==> config.mk <==
export PLATFORM = sky130hd
export DESIGN_NAME = mxn_logic_result_stage
export DESIGN_NICKNAME = d
export VERILOG_FILES = /design/src/rtl/mxn_logic_result_stage.sv
export SDC_FILE = /design/constraint.sdc
export NUM_CORES = 1
export LEC_CHECK = 0
export ABC_AREA = 1
export ABC_CLOCK_PERIOD_IN_PS = 2800
export BUFFER_PORTS_ARGS = -buffer_cell sky130_fd_sc_hd__buf_2
export CAP_MARGIN = 10
export CORE_MARGIN = 2
export CORE_UTILIZATION = 57
export CTS_CLUSTER_SIZE = 16
export DETAILED_ROUTE_END_ITERATION = 16
export PLACE_DENSITY = 0.8
export SLEW_MARGIN = 15
export SYNTH_ARGS = -nofsm -noshare
export SYNTH_HDL_FRONTEND = slang
export SYNTH_SLANG_ARGS = --single-unit
==> constraint.sdc <==
create_clock -name clk -period 2.8 [get_ports clk]
set_input_delay 0.28 -clock clk [delete_from_list [all_inputs] [get_ports clk]]
set_output_delay 0.28 -clock clk [all_outputs]
set_load 0.1 [all_outputs]
==> src/rtl/mxn_logic_result_stage.sv <==
// Registered result stage for the m x n-bit logic gate bank: bitwise gate evaluation,
// 2-entry result FIFO with tag/zero/parity flags. Optional parity storage: MXN_PARITY_EN.
module mxn_logic_result_stage #(
   parameter int WIDTH = 4,
   parameter int SETS  = 2,
   parameter int TAG_W = 8
) (
   input  logic                    clk,
   input  logic                    rst,
   input  logic                    in_valid,
   output logic                    in_ready,
   input  logic [2:0]              op,
   input  logic [SETS*WIDTH-1:0]   in1_packed,
   input  logic [SETS*WIDTH-1:0]   in2_packed,
   output logic                    out_valid,
   input  logic                    out_ready,
   output logic [SETS*WIDTH-1:0]   out_packed,
   output logic [2:0]              out_op,
   output logic [TAG_W-1:0]        out_tag,
   output logic [SETS-1:0]         out_zero,
   output logic [SETS-1:0]         out_parity
);

   localparam int DW = SETS * WIDTH;

   localparam logic [1:0] ST_EMPTY = 2'd0;
   localparam logic [1:0] ST_ONE   = 2'd1;
   localparam logic [1:0] ST_FULL  = 2'd2;

   // Handshakes: a transfer happens on an edge where valid && ready. in_ready is a
   // function of FIFO occupancy only, so a pop while FULL never admits a push that cycle.
   logic [1:0]       state;
   logic [1:0]       state_nxt;
   logic             wr_ptr;
   logic             rd_ptr;
   logic [TAG_W-1:0] tag_cnt;
   logic             push;
   logic             pop;

   logic [DW-1:0]    result;
   logic [SETS-1:0]  zero_c;

   logic [DW-1:0]    res_mem  [2];
   logic [2:0]       op_mem   [2];
   logic [TAG_W-1:0] tag_mem  [2];
   logic [SETS-1:0]  zero_mem [2];

   function automatic logic [WIDTH-1:0] gate_eval(input logic [2:0] code,
                                                  input logic [WIDTH-1:0] a,
                                                  input logic [WIDTH-1:0] b);
      logic [WIDTH-1:0] r;
      case (code)
         3'd0:    r = ~a;
         3'd1:    r = a & b;
         3'd2:    r = a | b;
         3'd3:    r = ~(a & b);
         3'd4:    r = ~(a | b);
         3'd5:    r = a ^ b;
         3'd6:    r = ~(a ^ b);
         default: r = a;
      endcase
      return r;
   endfunction

   for (genvar g = 0; g < SETS; g++) begin : g_set
      assign result[g*WIDTH +: WIDTH] = gate_eval(op, in1_packed[g*WIDTH +: WIDTH],
                                                  in2_packed[g*WIDTH +: WIDTH]);
      assign zero_c[g] = ~|result[g*WIDTH +: WIDTH];
   end

   assign in_ready  = (state != ST_FULL);
   assign out_valid = (state != ST_EMPTY);
   assign push      = in_valid && in_ready;
   assign pop       = out_valid && out_ready;

   always_comb begin
      state_nxt = state;
      case (state)
         ST_EMPTY: if (push) state_nxt = ST_ONE;
         ST_ONE: begin
            if (push && !pop)      state_nxt = ST_FULL;
            else if (pop && !push) state_nxt = ST_EMPTY;
         end
         ST_FULL:  if (pop) state_nxt = ST_ONE;
         default:  state_nxt = ST_EMPTY;
      endcase
   end

   always_ff @(posedge clk or posedge rst) begin
      if (rst) begin
         state   <= ST_EMPTY;
         wr_ptr  <= 1'b0;
         rd_ptr  <= 1'b0;
         tag_cnt <= '0;
      end else begin
         state <= state_nxt;
         if (push) begin
            wr_ptr  <= ~wr_ptr;
            tag_cnt <= tag_cnt + 1'b1;
         end
         if (pop) rd_ptr <= ~rd_ptr;
      end
   end

   // Storage needs no reset: every read is masked by out_valid.
   always_ff @(posedge clk) begin
      if (push) begin
         res_mem[wr_ptr]  <= result;
         op_mem[wr_ptr]   <= op;
         tag_mem[wr_ptr]  <= tag_cnt;
         zero_mem[wr_ptr] <= zero_c;
      end
   end

   assign out_packed = out_valid ? res_mem[rd_ptr]  : '0;
   assign out_op     = out_valid ? op_mem[rd_ptr]   : '0;
   assign out_tag    = out_valid ? tag_mem[rd_ptr]  : '0;
   assign out_zero   = out_valid ? zero_mem[rd_ptr] : '0;

`ifdef MXN_PARITY_EN
   logic [SETS-1:0] parity_c;
   logic [SETS-1:0] par_mem [2];

   for (genvar p = 0; p < SETS; p++) begin : g_par
      assign parity_c[p] = ^result[p*WIDTH +: WIDTH];
   end

   always_ff @(posedge clk) begin
      if (push) par_mem[wr_ptr] <= parity_c;
   end

   assign out_parity = out_valid ? par_mem[rd_ptr] : '0;
`else
   assign out_parity = '0;
`endif

endmodule

* Yosys cells after proc, flatten, opt, wreduce, memory -nomap -nowiden *
Memories as Yosys holds them, arrays and structs flattened.
Index checks and enable logic that the tools add are counted.

word-level totals
  bits in registers = 12
  RAM bits = 42
  input port bits = 23
  output and inout bits = 25
  word-level logic and storage cells = 64
  memories kept = 4

operators by class
  add/subtract/negate cells = 1
  eq/ne operators = 12
  mux-type cells = 13
  bitwise operators = 16
  reductions and logical operators = 14

memories
  name      words  bits a word  read ports  clocked after memory_dff  write ports  RTL line  text
  res_mem   2      8            1           0                         1            43        logic [DW-1:0] res_mem [2];
  tag_mem   2      8            1           0                         1            45        logic [TAG_W-1:0] tag_mem [2];
  op_mem    2      3            1           0                         1            44        logic [2:0] op_mem [2];
  zero_mem  2      2            1           0                         1            46        logic [SETS-1:0] zero_mem [2];

operators with widths
  kind                   number
  $pmux W4 S7            2
  $not A4 Y4             8
  $mux W8                2
  $mux W2                5
  $eq A3 B3 Y1 const B   3
  $add A8 B1 Y8 const B  1
  $and A4 B4 Y4          2
  $or A4 B4 Y4           2
  $reduce_or A4 Y1       2
  $xor A4 B4 Y4          2
  $eq A3 B2 Y1 const B   2
  $ne A2 B2 Y1 const B   3
  $pmux W2 S3            1
  $logic_and A1 B1 Y1    4
  $logic_not A1 Y1       4
  $eq A3 B1 Y1 const B   1
  $logic_not A3 Y1       1
  $mux W3                1
  $ne A3 B3 Y1 const B   1
  $reduce_and A3 Y1      1
  $eq A2 B1 Y1 const B   1
  $eq A2 B2 Y1 const B   1
  $logic_not A2 Y1       1
  $mux W1                2
  2 further kinds        3

* Depth between registers and ports, before layout *
Gate-level depths: netlist (run 1).

  depth after elaboration = 7
  gate-level depth with buffers = 10
  depth with buffers taken out = 10

* Least setup slack after synthesis (run 1) *
OpenSTA, ideal clock, no wires.

  path kind = reg-to-reg
  start point = reg state[0]
  end point = mem op_mem[1][0], enable pin
  setup time = 400 ps
  data arrival time = 2367 ps
  data required time = 2400 ps
  setup slack = 33 ps
  cell stages (with the launch flop) = 5
  path buffers = 0
  clock period less this slack = 2767 ps
  cells stage by stage = dfrtp_1 -> inv_1 -> nand2_1 -> nand2_2 -> nor2_1

between the ends
  cells in the longest elaborated chain, start to end = 4

ends and longest elaborated chain
  element                        RTL line  text
  start: declaration             32        logic [1:0] state;
  start signal: assignment       96        state <= state_nxt;
  $ne A2 B2 Y1                   71        assign in_ready = (state != ST_FULL);
  via in_ready                   11        output logic in_ready,
  $logic_and A1 B1 Y1            73        assign push = in_valid && in_ready;
  $mux W1                        107       if (push) begin
  $mux W1 (not written as such)  109       op_mem[wr_ptr] <= op;
  end: declaration               44

The timed path passes the listed nets, and every way through them passes these cells.

* Final worst setup path (run 1) *
  start point = reg rd_ptr
  end point = out out_zero[0]

between the ends
  cells in the longest elaborated chain, start to end = 2

ends and longest elaborated chain
  element                   RTL line  text
  start: declaration        35        logic rd_ptr;
  start signal: assignment  101       if (pop) rd_ptr <= ~rd_ptr;
  $mem_v2 Z2 W2             --
  $mux W2                   118       assign out_zero = out_valid ? zero_mem[rd_ptr] : '0;
  end: declaration          20        output logic [SETS-1:0] out_zero,

No other way between the ends.

==> impl_metrics.py, run 1 <==
metrics = {
    "outcome": {
        "status": "finished, final reports clean",
    },
    "sta": {
        "hold_viol": 0,
        "timing.fmax_mhz": 430,
        "whs_ns": 0.277,
        "max_slew_margin": 0.544,
        "drv_slew": 0,
        "period_minus_slack_ns": 2.33,
        "timing.final.crit_share": 0.831,
        "rsz0062_at_grt": "no",
        "worst_pin_slew_ns": 0.684,
        "fin_worst_skew_ns": 0.00941,
        "setup_violations": 0,
        "tns_ns": 0,
    },
    "setup_path": {
        "cp_data_required_time_ns": 2.52,
        "startpoint_type": "flip-flop",
        "critPathLaunch": "rd_ptr$_DFFE_PP0P_",
        "rr_worst_depth": 8,
        "rr_startpoint": "state[0]$_DFFE_PP0P_",
        "r2r-end": "state[0]$_DFFE_PP0P_",
        "r2r_slack_ns": 0.98,
        "cp-endpoint": "out_zero[0]",
        "path_max_fanout": 22,
        "critical_path_class": "reg2out",
        "cp.arrival_ns": 2.05,
        "worstSetupEndpointType": "primary output",
    },
    "layout": {
        "multi_input_area_um2": 1350,
        "design_area_um2": 3570,
        "n_fill_cell": 462,
        "layout_common_cells": "nand2_1, inv_1, buf_2",
        "antenna_cells": 0,
        "drive_gt1_frac": 0.159,
        "fin_nets": 462,
        "syn_to_final_growth_pct": 11.2,
        "final_common_cell": "nand2_1",
        "fin_cells": 494,
        "seq_area_um2": 1560,
    },
    "route": {
        "drt_iter0_markers": 132,
        "dr.pass1.iters": 4,
        "drc_errors": 0,
        "viasPerCell": 5.20,
        "routed_wl_um": 6360,
        "dr_total_vias": 2568,
        "ant_nets": 0,
        "routedWlPerCell_um": 12.9,
    },
    "worst_hold_path": {
        "hold_path_class": "in2reg",
        "min_from": "op[1]",
        "hold_depth": 1,
    },
    "clock_network": {
        "numCtsBuffers": 5,
        "cts_tree": "done",
        "clk_pin_slew_ns": 0.10,
        "worstSkewPairLatency_ns": 0.31,
        "cts_root_buffer": "clkbuf_8",
        "h-tree-depth": 2,
        "cts_resized": 0,
        "clock_sinks": 54,
        "cts_max_path_buffers": 2,
    },
    "floorplanning": {
        "fp.dieH_um": 79.0,
        "die-area_um2": 6240,
        "rows": 27,
        "die_w_um": 79.0,
        "start_util": 0.586,
        "coreArea_um2": 5470,
        "io_pins": 48,
    },
    "global_routing": {
        "grt_max_degree": 27,
        "grt-ovfl-total": 0,
        "grt_pass1_wl_um": 10400,
        "grt_use_total": 0.212,
        "grt_pass1_vias": 2309,
        "antenna_found_initial": 0,
    },
    "logic_synthesis": {
        "synthCells": 380,
        "synth_edf_count": 42,
        "ys_seq_elements": 54,
        "synth_area_um2": 3210,
        "async_reset_ff_frac": 0.222,
        "synth_warnings": 0,
        "synth_cell_types": 28,
        "avgSynthCellArea_um2": 8.44,
        "synth_ff_type": "edfxtp_1",
        "yosysSeqAreaShare": 0.487,
    },
    "placed_design": {
        "globalplace.congestion": 0.852,
        "place_area_um2": 3460,
        "post-dp-hpwl_um": 4530,
        "io_buffers": 45,
        "dp.cells": 485,
    },
    "job": {
        "maxCapViolCount": 0,
    },
}
worst max-delay path, cell delays in order (launching register included):
cell	delay, ns
dfrtp_1	0.39
inv_1	0.51
nand2_1	0.10
a21oi_1	0.25
buf_2	0.48
stage by stage:
step           worst slack [ns]   util
2_1_floorplan            0.0331      -
3_3_place_gp              0.847  0.632
3_5_place_dp              0.845  0.632
4_1_cts                   0.487  0.652
5_1_grt                   0.371  0.652
6_report                  0.473  0.652
layout make-up:
class / count / area share
inverters: 53 / 0.0558
repair buffers: 51 / 0.0765
flip-flops and latches: 54 / 0.438
clock inverters: 3 / 0.00807
multi-input cells: 256 / 0.377
clock buffers: 5 / 0.0193
well taps: 72 / 0.0253
sequential cells by signal, summed over array words and instances, names as in the netlist:
| register | flops |
|---|---|
| tag_cnt | 8 |
| tag_mem | 16 |
| res_mem | 16 |
| wr_ptr | 1 |
| rd_ptr | 1 |
| state | 2 |
| op_mem | 6 |
| zero_mem | 4 |
cell families after synthesis:
group,synth area share
AO/OA/AOI/OAI,0.0382
XOR/XNOR,0.0218
adder cells (fa/ha/maj),0.0702
buffers and inverters,0.0948
flip-flops,0.487
other,0.00117
AND/OR/NAND/NOR,0.287
cell usage after synthesis, types with 2 or more instances:
cell      number  share of area
nand3_1       28          0.044
nand3b_1       8          0.019
nand4_1       17          0.033
inv_1         50          0.059
buf_4          4         0.0094
o21ai_0        2         0.0031
inv_2          2         0.0023
xor2_1         5          0.014
buf_6          2         0.0070
ha_1          18          0.070
dfrtp_1       12          0.094
nor2_1        24          0.028
nand2_1      120           0.14
buf_1          2         0.0023
buf_2          6         0.0094
clkbuf_1       4         0.0047
a21oi_1       21          0.033
edfxtp_1      42           0.39
xnor2_1        3         0.0082
nor3_2         2         0.0062
routing by layer:
layer / part of all wire / track usage
met1: 0.44 / 0.273
met2: 0.50 / 0.360
met3: 0.045 / 0.0352
met4: 0.013 / 0.0776
met5: 0 / 0
worst min path at each step:
stage                                   to  slack (ns)
floorplan               rd_ptr$_DFFE_PP0P_        0.14
global placement      state[1]$_DFFE_PP0P_        0.31
detailed placement  tag_cnt[1]$_DFFE_PP0P_        0.33
CTS                 op_mem[0][1]$_DFFE_PP_        0.26
global route        op_mem[0][1]$_DFFE_PP_        0.27
finish              op_mem[0][1]$_DFFE_PP_        0.28
timing repair:
action | CTS | global route
buffers inserted | 0 | 0
endpoints found under the hold margin | 12 | 0
hold buffers | 1 | 0
Power of run 1 is left out: the tool's default activity adds up to more than one toggle a clock period on the data nets, which glitch-free logic cannot reach.
==> inputs of run 2 (changes only) <==
Settings changed: ABC_CLOCK_PERIOD_IN_PS 2800 to 2400.
Clock period 2.8 ns to 2.4 ns, I/O delays scaled along.
==> impl_metrics.py, run 2 (synthesis gave the netlist of run 1 again) <==
metrics = {
    "setup_path": {
        "critical_path_class": "reg2out",
        "critPathMaxStageDelay_ns": 0.47,
        "rr_worst_depth": 8,
        "r2r-end": "state[1]$_DFFE_PP0P_",
        "cp_data_required_time_ns": 2.16,
        "cp_slowest_cell": "buf_2",
        "startpoint_type": "flip-flop",
        "r2r_slack_ns": 0.73,
        "path_max_fanout": 15,
        "rr_startpoint": "state[0]$_DFFE_PP0P_",
        "path_cells": "inv_1, buf_12, nand2_1, a21oi_1, buf_2",
        "critPathTopFamily": "buffers and inverters",
        "cp.arrival_ns": 1.86,
        "worstSetupEndpointType": "primary output",
        "path_buf_inv": 3,
    },
    "sta": {
        "drv_slew": 0,
        "setup_violations": 0,
        "period_minus_slack_ns": 2.10,
        "worst_pin_slew_ns": 0.607,
        "tns_ns": 0,
        "max_slew_margin": 0.595,
        "timing.final.crit_share": 0.874,
        "timing.fmax_mhz": 477,
        "hold_viol": 0,
        "rsz0062_at_grt": "no",
        "fin_worst_skew_ns": 0.0113,
    },
    "floorplanning": {
        "start_util": 0.586,
        "io_pins": 48,
        "die_w_um": 79.0,
        "rows": 27,
        "die-area_um2": 6240,
        "fp.dieH_um": 79.0,
        "coreArea_um2": 5470,
    },
    "placed_design": {
        "post-dp-hpwl_um": 4620,
        "globalplace.congestion": 0.873,
        "io_buffers": 45,
    },
    "layout": {
        "n_fill_cell": 447,
        "final_common_cell": "nand2_1",
        "syn_to_final_growth_pct": 14.9,
        "antenna_cells": 0,
        "drive_gt1_frac": 0.217,
        "reg_top3": "res_mem x16, tag_mem x16, tag_cnt x8",
        "fin_nets": 463,
        "layout_common_cells": "nand2_1, inv_1, buf_2",
    },
    "worst_hold_path": {
        "min_from": "op[1]",
        "hold_depth": 1,
        "holdPathEnd": "op_mem[1][1]$_DFFE_PP_",
        "hold_path_class": "in2reg",
    },
    "outcome": {
        "status": "finished, final reports clean",
    },
    "global_routing": {
        "grt-ovfl-total": 0,
        "grt_pass1_wl_um": 10900,
        "antenna_found_initial": 0,
        "grt_pass1_vias": 2506,
        "grt_use_total": 0.225,
        "grt_max_degree": 25,
    },
    "clock_network": {
        "worstSkewPairLatency_ns": 0.31,
        "cts_setup_buffers": 0,
        "clock_sinks": 54,
        "h-tree-depth": 2,
        "numCtsBuffers": 5,
        "cts_tree": "done",
        "cts_max_path_buffers": 2,
        "clk_pin_slew_ns": 0.10,
        "cts_root_buffer": "clkbuf_8",
    },
    "route": {
        "dr_total_vias": 2655,
        "dr.pass1.iters": 5,
        "routedWlPerCell_um": 13.5,
        "drt_iter0_markers": 162,
        "viasPerCell": 5.36,
        "drc_errors": 0,
        "ant_nets": 0,
        "routed_wl_um": 6680,
    },
    "job": {
        "maxCapViolCount": 0,
    },
}
## run 2: cell types whose count changed in the layout (fill, tap and decap cells not counted), sizes merged
cell / delta
buf: +1
bufinv: +1
clkinv: -1
## run 2: worst max-delay path by stage
stage	from	to	slack [ns]	depth (start not counted)
4_1_cts	rd_ptr$_DFFE_PP0P_	out_zero[1]	0.30	5
3_5_place_dp	op[0]	zero_mem[0][1]$_DFFE_PP_	0.54	9
2_1_floorplan	rd_ptr$_DFFE_PP0P_	out_zero[1]	0.16	3
6_report	rd_ptr$_DFFE_PP0P_	out_zero[1]	0.30	5
5_1_grt	rd_ptr$_DFFE_PP0P_	out_zero[1]	0.20	5
3_3_place_gp	op[0]	zero_mem[0][1]$_DFFE_PP_	0.63	9
## run 2: through the flow
step                 util  std cells  area, um^2  setup WS [ns]  hold WS, ns
global placement    0.651        486        3560          0.628        0.268
floorplan               -        381        3290          0.158        0.105
global route        0.674        495        3690          0.200        0.227
finish              0.674        495        3690          0.303        0.230
detailed placement  0.651        486        3560          0.538        0.293
CTS                 0.674        495        3690          0.301        0.222
## run 2: layout make-up
class | instances | area [um^2] | area share
Clock inverter | 3 | 43.8 | 0.0119
Multi-Input combinational cell | 256 | 1430 | 0.388
Sequential cell | 54 | 1560 | 0.423
Tap cell | 72 | 90.1 | 0.0244
Clock buffer | 5 | 68.8 | 0.0187
Timing Repair Buffer | 52 | 293 | 0.0794
Inverter | 53 | 199 | 0.0540
## run 2: timing repair
action | CTS | global route
gates resized for setup | 0 | 0
hold buffers | 1 | 0
hold endpoints to repair | 12 | 0
## run 2: worst reg2reg max path: stages, from the launching register on
cell and delay, ns:
dfrtp_1 0.44, inv_1 0.11, nand2_2 0.06, nand2_2 0.18, inv_1 0.11, ha_1 0.31
nand3_1 0.11, o211ai_1 0.12, o21ai_0 0.16
## run 2: routing by layer
layer | wire [um] | global-route usage
met5 | 0 | 0
met4 | 116 | 0.0966
met3 | 413 | 0.0318
met2 | 3340 | 0.399
met1 | 2810 | 0.273
Power of run 2 is left out for the same reason.
